**src/rtl/multicycle_borrow_subtractor_pkg.sv**
```systemverilog
// Shared definitions for the multicycle borrow subtractor: FSM state
// encoding and the slice-counter width helper.
package multicycle_borrow_subtractor_pkg;

  typedef enum logic [1:0] {
    IDLE = 2'd0,
    CALC = 2'd1,
    DONE = 2'd2
  } state_e;

  // Slice counter width: clog2(number of slices), never narrower than 1 bit.
  function automatic int cnt_width(input int n);
    return (n <= 1) ? 1 : $clog2(n);
  endfunction

endpackage

```
**src/rtl/multicycle_borrow_subtractor_chunk.sv**
```systemverilog
// One CHUNK-bit borrow-lookahead subtraction slice, purely combinational.
// Bit generate g = ~x & y (a borrow starts here), bit propagate
// p = ~(x ^ y) (an incoming borrow passes through). Each internal borrow is
// formed from the prefix group terms and the slice borrow-in, so no bit
// waits on a ripple from its neighbour.
module chunk_borrow_lookahead_subtractor #(
  parameter int CHUNK = 8
) (
  input  logic [CHUNK-1:0] i_x,
  input  logic [CHUNK-1:0] i_y,
  input  logic             i_borrow_in,
  output logic [CHUNK-1:0] o_z,
  output logic             o_borrow_out,
  output logic             o_group_generate,
  output logic             o_group_propagate
);

  logic [CHUNK-1:0] w_g;
  logic [CHUNK-1:0] w_p;
  logic [CHUNK-1:0] w_pg;   // group generate over bits [i:0]
  logic [CHUNK-1:0] w_pp;   // group propagate over bits [i:0]
  logic [CHUNK-1:0] w_b;    // borrow into bit i

  assign w_g = ~i_x & i_y;
  assign w_p = ~(i_x ^ i_y);

  // Prefix group terms, then every bit borrow straight from them and borrow_in.
  always_comb begin
    w_pg    = '0;
    w_pp    = '0;
    w_b     = '0;
    w_pg[0] = w_g[0];
    w_pp[0] = w_p[0];
    for (int i = 1; i < CHUNK; i++) begin
      w_pg[i] = w_g[i] | (w_p[i] & w_pg[i-1]);
      w_pp[i] = w_p[i] & w_pp[i-1];
    end
    w_b[0] = i_borrow_in;
    for (int i = 1; i < CHUNK; i++) begin
      w_b[i] = w_pg[i-1] | (w_pp[i-1] & i_borrow_in);
    end
  end

  assign o_z               = i_x ^ i_y ^ w_b;
  assign o_group_generate  = w_pg[CHUNK-1];
  assign o_group_propagate = w_pp[CHUNK-1];
  assign o_borrow_out      = w_pg[CHUNK-1] | (w_pp[CHUNK-1] & i_borrow_in);

endmodule

```
**src/rtl/multicycle_borrow_subtractor.sv**
```systemverilog
// Multicycle subtractor: z = x - y - borrow_in, one CHUNK-bit slice per
// clock, LSB slice first. A single lookahead slice is reused every cycle;
// the inter-slice borrow lives in r_borrow. WIDTH must be a multiple of
// CHUNK. Operands in and results out use valid/ready handshakes.
module multicycle_borrow_subtractor
  import multicycle_borrow_subtractor_pkg::*;
#(
  parameter int WIDTH = 32,
  parameter int CHUNK = 8
) (
  input  logic             i_clk,
  input  logic             i_rst,
  input  logic             i_in_valid,
  output logic             o_in_ready,
  input  logic [WIDTH-1:0] i_x,
  input  logic [WIDTH-1:0] i_y,
  input  logic             i_borrow_in,
  output logic             o_out_valid,
  input  logic             i_out_ready,
  output logic [WIDTH-1:0] o_z,
  output logic             o_borrow_out,
  output logic             o_overflow,
  output logic             o_zero
);

  localparam int N  = WIDTH / CHUNK;
  localparam int CW = cnt_width(N);

  state_e             r_state;
  state_e             w_state_next;
  logic               w_accept;
  logic               w_calc;
  logic               w_in_ready;
  logic               w_out_valid;

  logic [WIDTH-1:0]   r_x;
  logic [WIDTH-1:0]   r_y;
  logic [WIDTH-1:0]   r_z;
  logic [CW-1:0]      r_cnt;
  logic               r_borrow;
  logic               r_borrow_out;
  logic               r_overflow;
  logic               r_zero;

  logic [CHUNK-1:0]   w_xs;
  logic [CHUNK-1:0]   w_ys;
  logic [CHUNK-1:0]   w_zs;
  logic               w_slice_bout;
  logic               w_gg;
  logic               w_gp;
  logic               w_last;
  logic [WIDTH-1:0]   w_z_next;
  logic               w_unused;

  assign w_last = (r_cnt == CW'(N - 1));

  // State register; reset forces IDLE and discards any in-flight result.
  always_ff @(posedge i_clk or posedge i_rst) begin
    if (i_rst) r_state <= IDLE;
    else       r_state <= w_state_next;
  end

  // Next state, handshake strobes and status outputs.
  always_comb begin
    w_state_next = r_state;
    w_accept     = 1'b0;
    w_calc       = 1'b0;
    w_in_ready   = 1'b0;
    w_out_valid  = 1'b0;
    case (r_state)
      IDLE: begin
        w_in_ready = 1'b1;
        if (i_in_valid) begin
          w_accept     = 1'b1;
          w_state_next = CALC;
        end
      end
      CALC: begin
        w_calc = 1'b1;
        if (w_last) w_state_next = DONE;
      end
      DONE: begin
        w_out_valid = 1'b1;
        if (i_out_ready) w_state_next = IDLE;
      end
      default: w_state_next = IDLE;
    endcase
  end

  assign o_in_ready  = w_in_ready;
  assign o_out_valid = w_out_valid;

  // Slice select: pick operand slice r_cnt and splice its result into z.
  always_comb begin
    w_xs     = '0;
    w_ys     = '0;
    w_z_next = r_z;
    for (int k = 0; k < N; k++) begin
      if (r_cnt == CW'(k)) begin
        w_xs                        = r_x[k*CHUNK +: CHUNK];
        w_ys                        = r_y[k*CHUNK +: CHUNK];
        w_z_next[k*CHUNK +: CHUNK]  = w_zs;
      end
    end
  end

  chunk_borrow_lookahead_subtractor #(
    .CHUNK (CHUNK)
  ) u_slice (
    .i_x               (w_xs),
    .i_y               (w_ys),
    .i_borrow_in       (r_borrow),
    .o_z               (w_zs),
    .o_borrow_out      (w_slice_bout),
    .o_group_generate  (w_gg),
    .o_group_propagate (w_gp)
  );

  // Group terms only matter when slices are chained combinationally; one
  // slice per cycle only needs the slice borrow-out.
  assign w_unused = &{1'b0, w_gg, w_gp};

  // Operand capture, per-slice result write and final flag registration.
  always_ff @(posedge i_clk or posedge i_rst) begin
    if (i_rst) begin
      r_x          <= '0;
      r_y          <= '0;
      r_z          <= '0;
      r_cnt        <= '0;
      r_borrow     <= 1'b0;
      r_borrow_out <= 1'b0;
      r_overflow   <= 1'b0;
      r_zero       <= 1'b0;
    end else if (w_accept) begin
      r_x      <= i_x;
      r_y      <= i_y;
      r_borrow <= i_borrow_in;
      r_cnt    <= '0;
    end else if (w_calc) begin
      r_z      <= w_z_next;
      r_borrow <= w_slice_bout;
      r_cnt    <= w_last ? '0 : r_cnt + 1'b1;
      if (w_last) begin
        r_borrow_out <= w_slice_bout;
        r_overflow   <= (r_x[WIDTH-1] != r_y[WIDTH-1]) &&
                        (w_z_next[WIDTH-1] != r_x[WIDTH-1]);
        r_zero       <= (w_z_next == '0);
      end
    end
  end

  assign o_z          = r_z;
  assign o_borrow_out = r_borrow_out;
  assign o_overflow   = r_overflow;
  assign o_zero       = r_zero;

endmodule
```
**config.mk**
```make
export PLATFORM = sky130hd
export DESIGN_NAME = multicycle_borrow_subtractor
export DESIGN_NICKNAME = d
export VERILOG_FILES = /design/src/rtl/multicycle_borrow_subtractor_pkg.sv /design/src/rtl/multicycle_borrow_subtractor_chunk.sv /design/src/rtl/multicycle_borrow_subtractor.sv
export SDC_FILE = /design/constraint.sdc
export NUM_CORES = 1
export LEC_CHECK = 0
export CAP_MARGIN = 20
export CORE_ASPECT_RATIO = 2
export CORE_MARGIN = 10
export CORE_UTILIZATION = 55
export DETAILED_ROUTE_END_ITERATION = 10
export PLACE_DENSITY_LB_ADDON = 0.05
export SKIP_LAST_GASP = 1
export SLEW_MARGIN = 10
export SYNTH_ARGS = -nofsm -noshare
export SYNTH_HDL_FRONTEND = slang
export SYNTH_SLANG_ARGS = --single-unit
```
**constraint.sdc**
```tcl
create_clock -name i_clk -period 10.4 [get_ports i_clk]
set_input_delay 1.56 -clock i_clk [delete_from_list [all_inputs] [get_ports i_clk]]
set_output_delay 1.56 -clock i_clk [all_outputs]
set_load 0.005 [all_outputs]
```
==> flow_metrics.py <==
metrics = {
    "setup_path": {
        "worstPathRequired_ps": 10680,
        "worst-path-max-fanout": 20,
        "endpoint_kind": "flip-flop",
        "reg2reg_slack_ps": 6480,
        "start_kind": "flip-flop",
        "r2r_start": "r_cnt[0]$_DFFE_PP0P_",
        "worstPathCellList": "inv_1 > ha_1 > nand3b_1 > a21oi_1 > a21oi_1 > o21ai_0 > ha_1 > a211o_1 > a21boi_0 > mux2_2 > a2111o_1 > nand3_1",
        "crit_arrival_ps": 4200,
        "endpoint": "o_overflow$_DFFE_PP0P_",
        "slowest_delay_ps": 750,
        "slowest_stage": "ha_1",
        "r2r_end": "o_overflow$_DFFE_PP0P_",
        "worstSetupPathType": "flip-flop to flip-flop",
        "crit_start": "r_cnt[0]$_DFFE_PP0P_",
        "reg2reg_depth": 12,
    },
    "pwr": {
        "clock_power_share_pct": 13.2,
        "pwr-share-comb_pct": 58.4,
        "p_per_area_nw_per_um2": 411,
        "swShare_pct": 44.6,
        "p_seq_share_pct": 28.4,
        "p_switching_mw": 1.17,
        "vdd_drop_max_uv": 186,
        "p_leak_nw": 2.68,
        "internal_power_mw": 1.46,
    },
    "sta": {
        "min_period_ps": 3920,
        "rsz0062_at_grt": "no",
        "skew_ps": 7.58,
        "setup_viol": 0,
        "min_period_over_period_pct": 37.7,
        "final.setup.tns_ps": 0,
        "slew_violations": 0,
        "worst_pin_slew_ps": 903,
        "clock.fmax_mhz": 255,
        "slew_headroom_pct": 39.8,
        "finalHoldViolations": 0,
    },
    "clocking": {
        "clk_path_buf_depth": 2,
        "cts_tree": "built",
        "numCtsBuffers": 9,
        "h-tree-depth": 3,
        "cts_root_buf": "clkbuf_16",
        "clk_latency_ps": 350,
        "cts_hold_buf": 0,
        "clock_sinks": 104,
        "post-cts-setup-buffer-count": 0,
        "clkSlewWorstSetupHoldPaths_ps": 70,
        "cts_resized": 0,
    },
    "synth": {
        "yosys_warnings": 0,
        "synth_ff_type": "dfrtp_1",
        "netlist_instances": 469,
        "synth_seq_cells": 104,
        "ys_types": 43,
        "synth_fp_nets": 551,
        "yosysSeqAreaShare_pct": 52.4,
        "synth.cell_area_sq_um": 4970,
        "syn_avg_cell_area_sq_um": 10.6,
        "async_flop_share_pct": 100,
        "synth_edf_count": 0,
    },
    "global_route": {
        "grt_overflow": 0,
        "grt_max_degree": 66,
        "grt_pass1_wl_mm": 21.0,
        "grt_pass1_vias": 4183,
        "track_usage_pct": 19.8,
        "antenna_found_initial": 0,
    },
    "placement": {
        "port_buffers": 105,
        "place_inst": 654,
        "gp_routability_congestion": 0.954,
        "dp_hpwl_mm": 10.0,
    },
    "die": {
        "die_width_um": 87.2,
        "core_area_sq_um": 8890,
        "initial_core_util_pct": 55.9,
        "die_y_um": 154,
        "rows": 49,
        "ios": 106,
        "dieArea_sq_um": 13500,
    },
    "finish": {
        "drive_gt1_share_pct": 15.5,
        "nets": 645,
        "final_common_cell": "clkdlybuf4s50_1",
        "syn_to_final_growth_pct": 28.5,
        "antennaDiodeCount": 0,
        "n_fill_cell": 696,
        "final_cells": 670,
        "layout_common_cells": "105 x clkdlybuf4s50_1, 104 x dfrtp_1, 69 x nand2_1, 64 x mux2_2, 50 x o21ai_0",
    },
    "route": {
        "routedWlPerCell_um": 19.6,
        "wirelength_mm": 13.1,
        "num_vias": 3858,
        "drc": 0,
        "avgViaCountPerCell": 5.76,
        "drtPass1Iterations": 6,
        "ant_nets": 0,
        "drt_iter0_drc": 156,
    },
    "hold_path": {
        "hold_path.class": "flip-flop to flip-flop",
    },
    "run": {
        "maxCapViolCount": 0,
    },
    "outcome": {
        "status": "complete, no violations",
    },
}
## area by class of cell
cell class,instances,area (sq um),share of cell area (%)
clock buffers,12,256,4.01
clock inverters,4,52.6,0.823
inverters,9,36.3,0.568
multi-input cells,329,2220,34.8
flip-flops and latches,104,2600,40.7
well taps,102,128,2.00
repair buffers,110,1090,17.0
## worst max-delay path, delay by kind of cell (launching register included)
kind | cells | cell delay [ps]
DFF | 1 | 430
adders and majority gates | 2 | 1080
buffers and inverters | 1 | 110
and+or+nand+nor | 2 | 230
muxes | 1 | 410
AOI/OAI and AO/OA | 6 | 1570
## flip-flops by register name, indices dropped and copies added (netlist names), 2 cells and up
signal / flops
o_z: 32
r_x: 32
r_y: 32
r_cnt: 2
r_state: 2
## layer usage
metal	track usage (%)	wire length, um
met4	10.1	543
met5	0	0
met3	4.79	606
met1	18.4	4490
met2	37.3	7470
## metrics by stage
| stage | setup slack (ps) | instance area [sq um] | hold slack, ps | utilization (%) | power (mW) |
|---|---|---|---|---|---|
| 6_report | 6480 | 6390 | 478 | 71.9 | 2.63 |
| 5_1_grt | 6290 | 6390 | 510 | 71.9 | 2.82 |
| 4_1_cts | 6540 | 6390 | 484 | 71.9 | 2.64 |
| 3_5_place_dp | 6570 | 6080 | 469 | 68.4 | 2.28 |
| 3_3_place_gp | 6670 | 6080 | 464 | 68.4 | 2.24 |
| 2_1_floorplan | 6110 | 4970 | 473 | - | 1.71 |
## cells by family after synthesis
kind of cell / count (synthesis) / share of synthesized area, %
mux: 65 / 14.7
buf+inv: 36 / 2.92
xor+xnor: 6 / 1.06
compound gates: 121 / 13.7
flops: 104 / 52.4
fa+ha+maj: 13 / 3.42
simple gates: 124 / 11.9
## worst min path at each step
| stage | start | to | slack [ps] | depth (start not counted) |
|---|---|---|---|---|
| after CTS | o_z[30]$_DFFE_PP0P_ | o_z[30]$_DFFE_PP0P_ | 480 | 2 |
| final | o_z[30]$_DFFE_PP0P_ | o_z[30]$_DFFE_PP0P_ | 480 | 2 |
| after floorplan | o_zero$_DFFE_PP0P_ | o_zero$_DFFE_PP0P_ | 470 | 2 |
| after detailed placement | o_z[30]$_DFFE_PP0P_ | o_z[30]$_DFFE_PP0P_ | 470 | 2 |
| after global routing | o_borrow_out$_DFFE_PP0P_ | o_borrow_out$_DFFE_PP0P_ | 510 | 2 |
| after global placement | o_z[30]$_DFFE_PP0P_ | o_z[30]$_DFFE_PP0P_ | 460 | 2 |
## power by group through the flow
stage / logic, mW / clock network [mW] / registers, mW
finish: 1.54 / 0.347 / 0.745
global route: 1.68 / 0.365 / 0.770
CTS: 1.54 / 0.352 / 0.745
detailed placement: 1.53 / 0 / 0.752
global placement: 1.50 / 0 / 0.742
floorplan: 1.00 / 0 / 0.712
## Yosys cell counts, types with 2 or more instances
| cell | instances | share of area, % |
|---|---|---|
| xor2_1 | 4 | 0.70 |
| clkbuf_1 | 16 | 1.2 |
| o31ai_1 | 2 | 0.30 |
| buf_1 | 3 | 0.23 |
| dfrtp_1 | 104 | 52 |
| buf_2 | 8 | 0.81 |
| ha_1 | 12 | 3.0 |
| inv_1 | 8 | 0.60 |
| xnor2_1 | 2 | 0.35 |
| o21ai_0 | 50 | 5.0 |
| or3_1 | 2 | 0.25 |
| nor4_1 | 6 | 0.76 |
| nand3_1 | 5 | 0.50 |
| mux2_2 | 64 | 14 |
| o21a_1 | 2 | 0.30 |
| o2111ai_1 | 2 | 0.35 |
| nor3b_1 | 3 | 0.45 |
| a21oi_1 | 47 | 4.7 |
| nand2b_1 | 4 | 0.50 |
| a21boi_0 | 2 | 0.30 |
| nand3b_1 | 16 | 2.4 |
| a211oi_1 | 3 | 0.45 |
| a21o_1 | 3 | 0.45 |
| nor2_1 | 14 | 1.1 |
| nand2_1 | 69 | 5.2 |
Note: power is estimated with default switching activity, not from simulation.
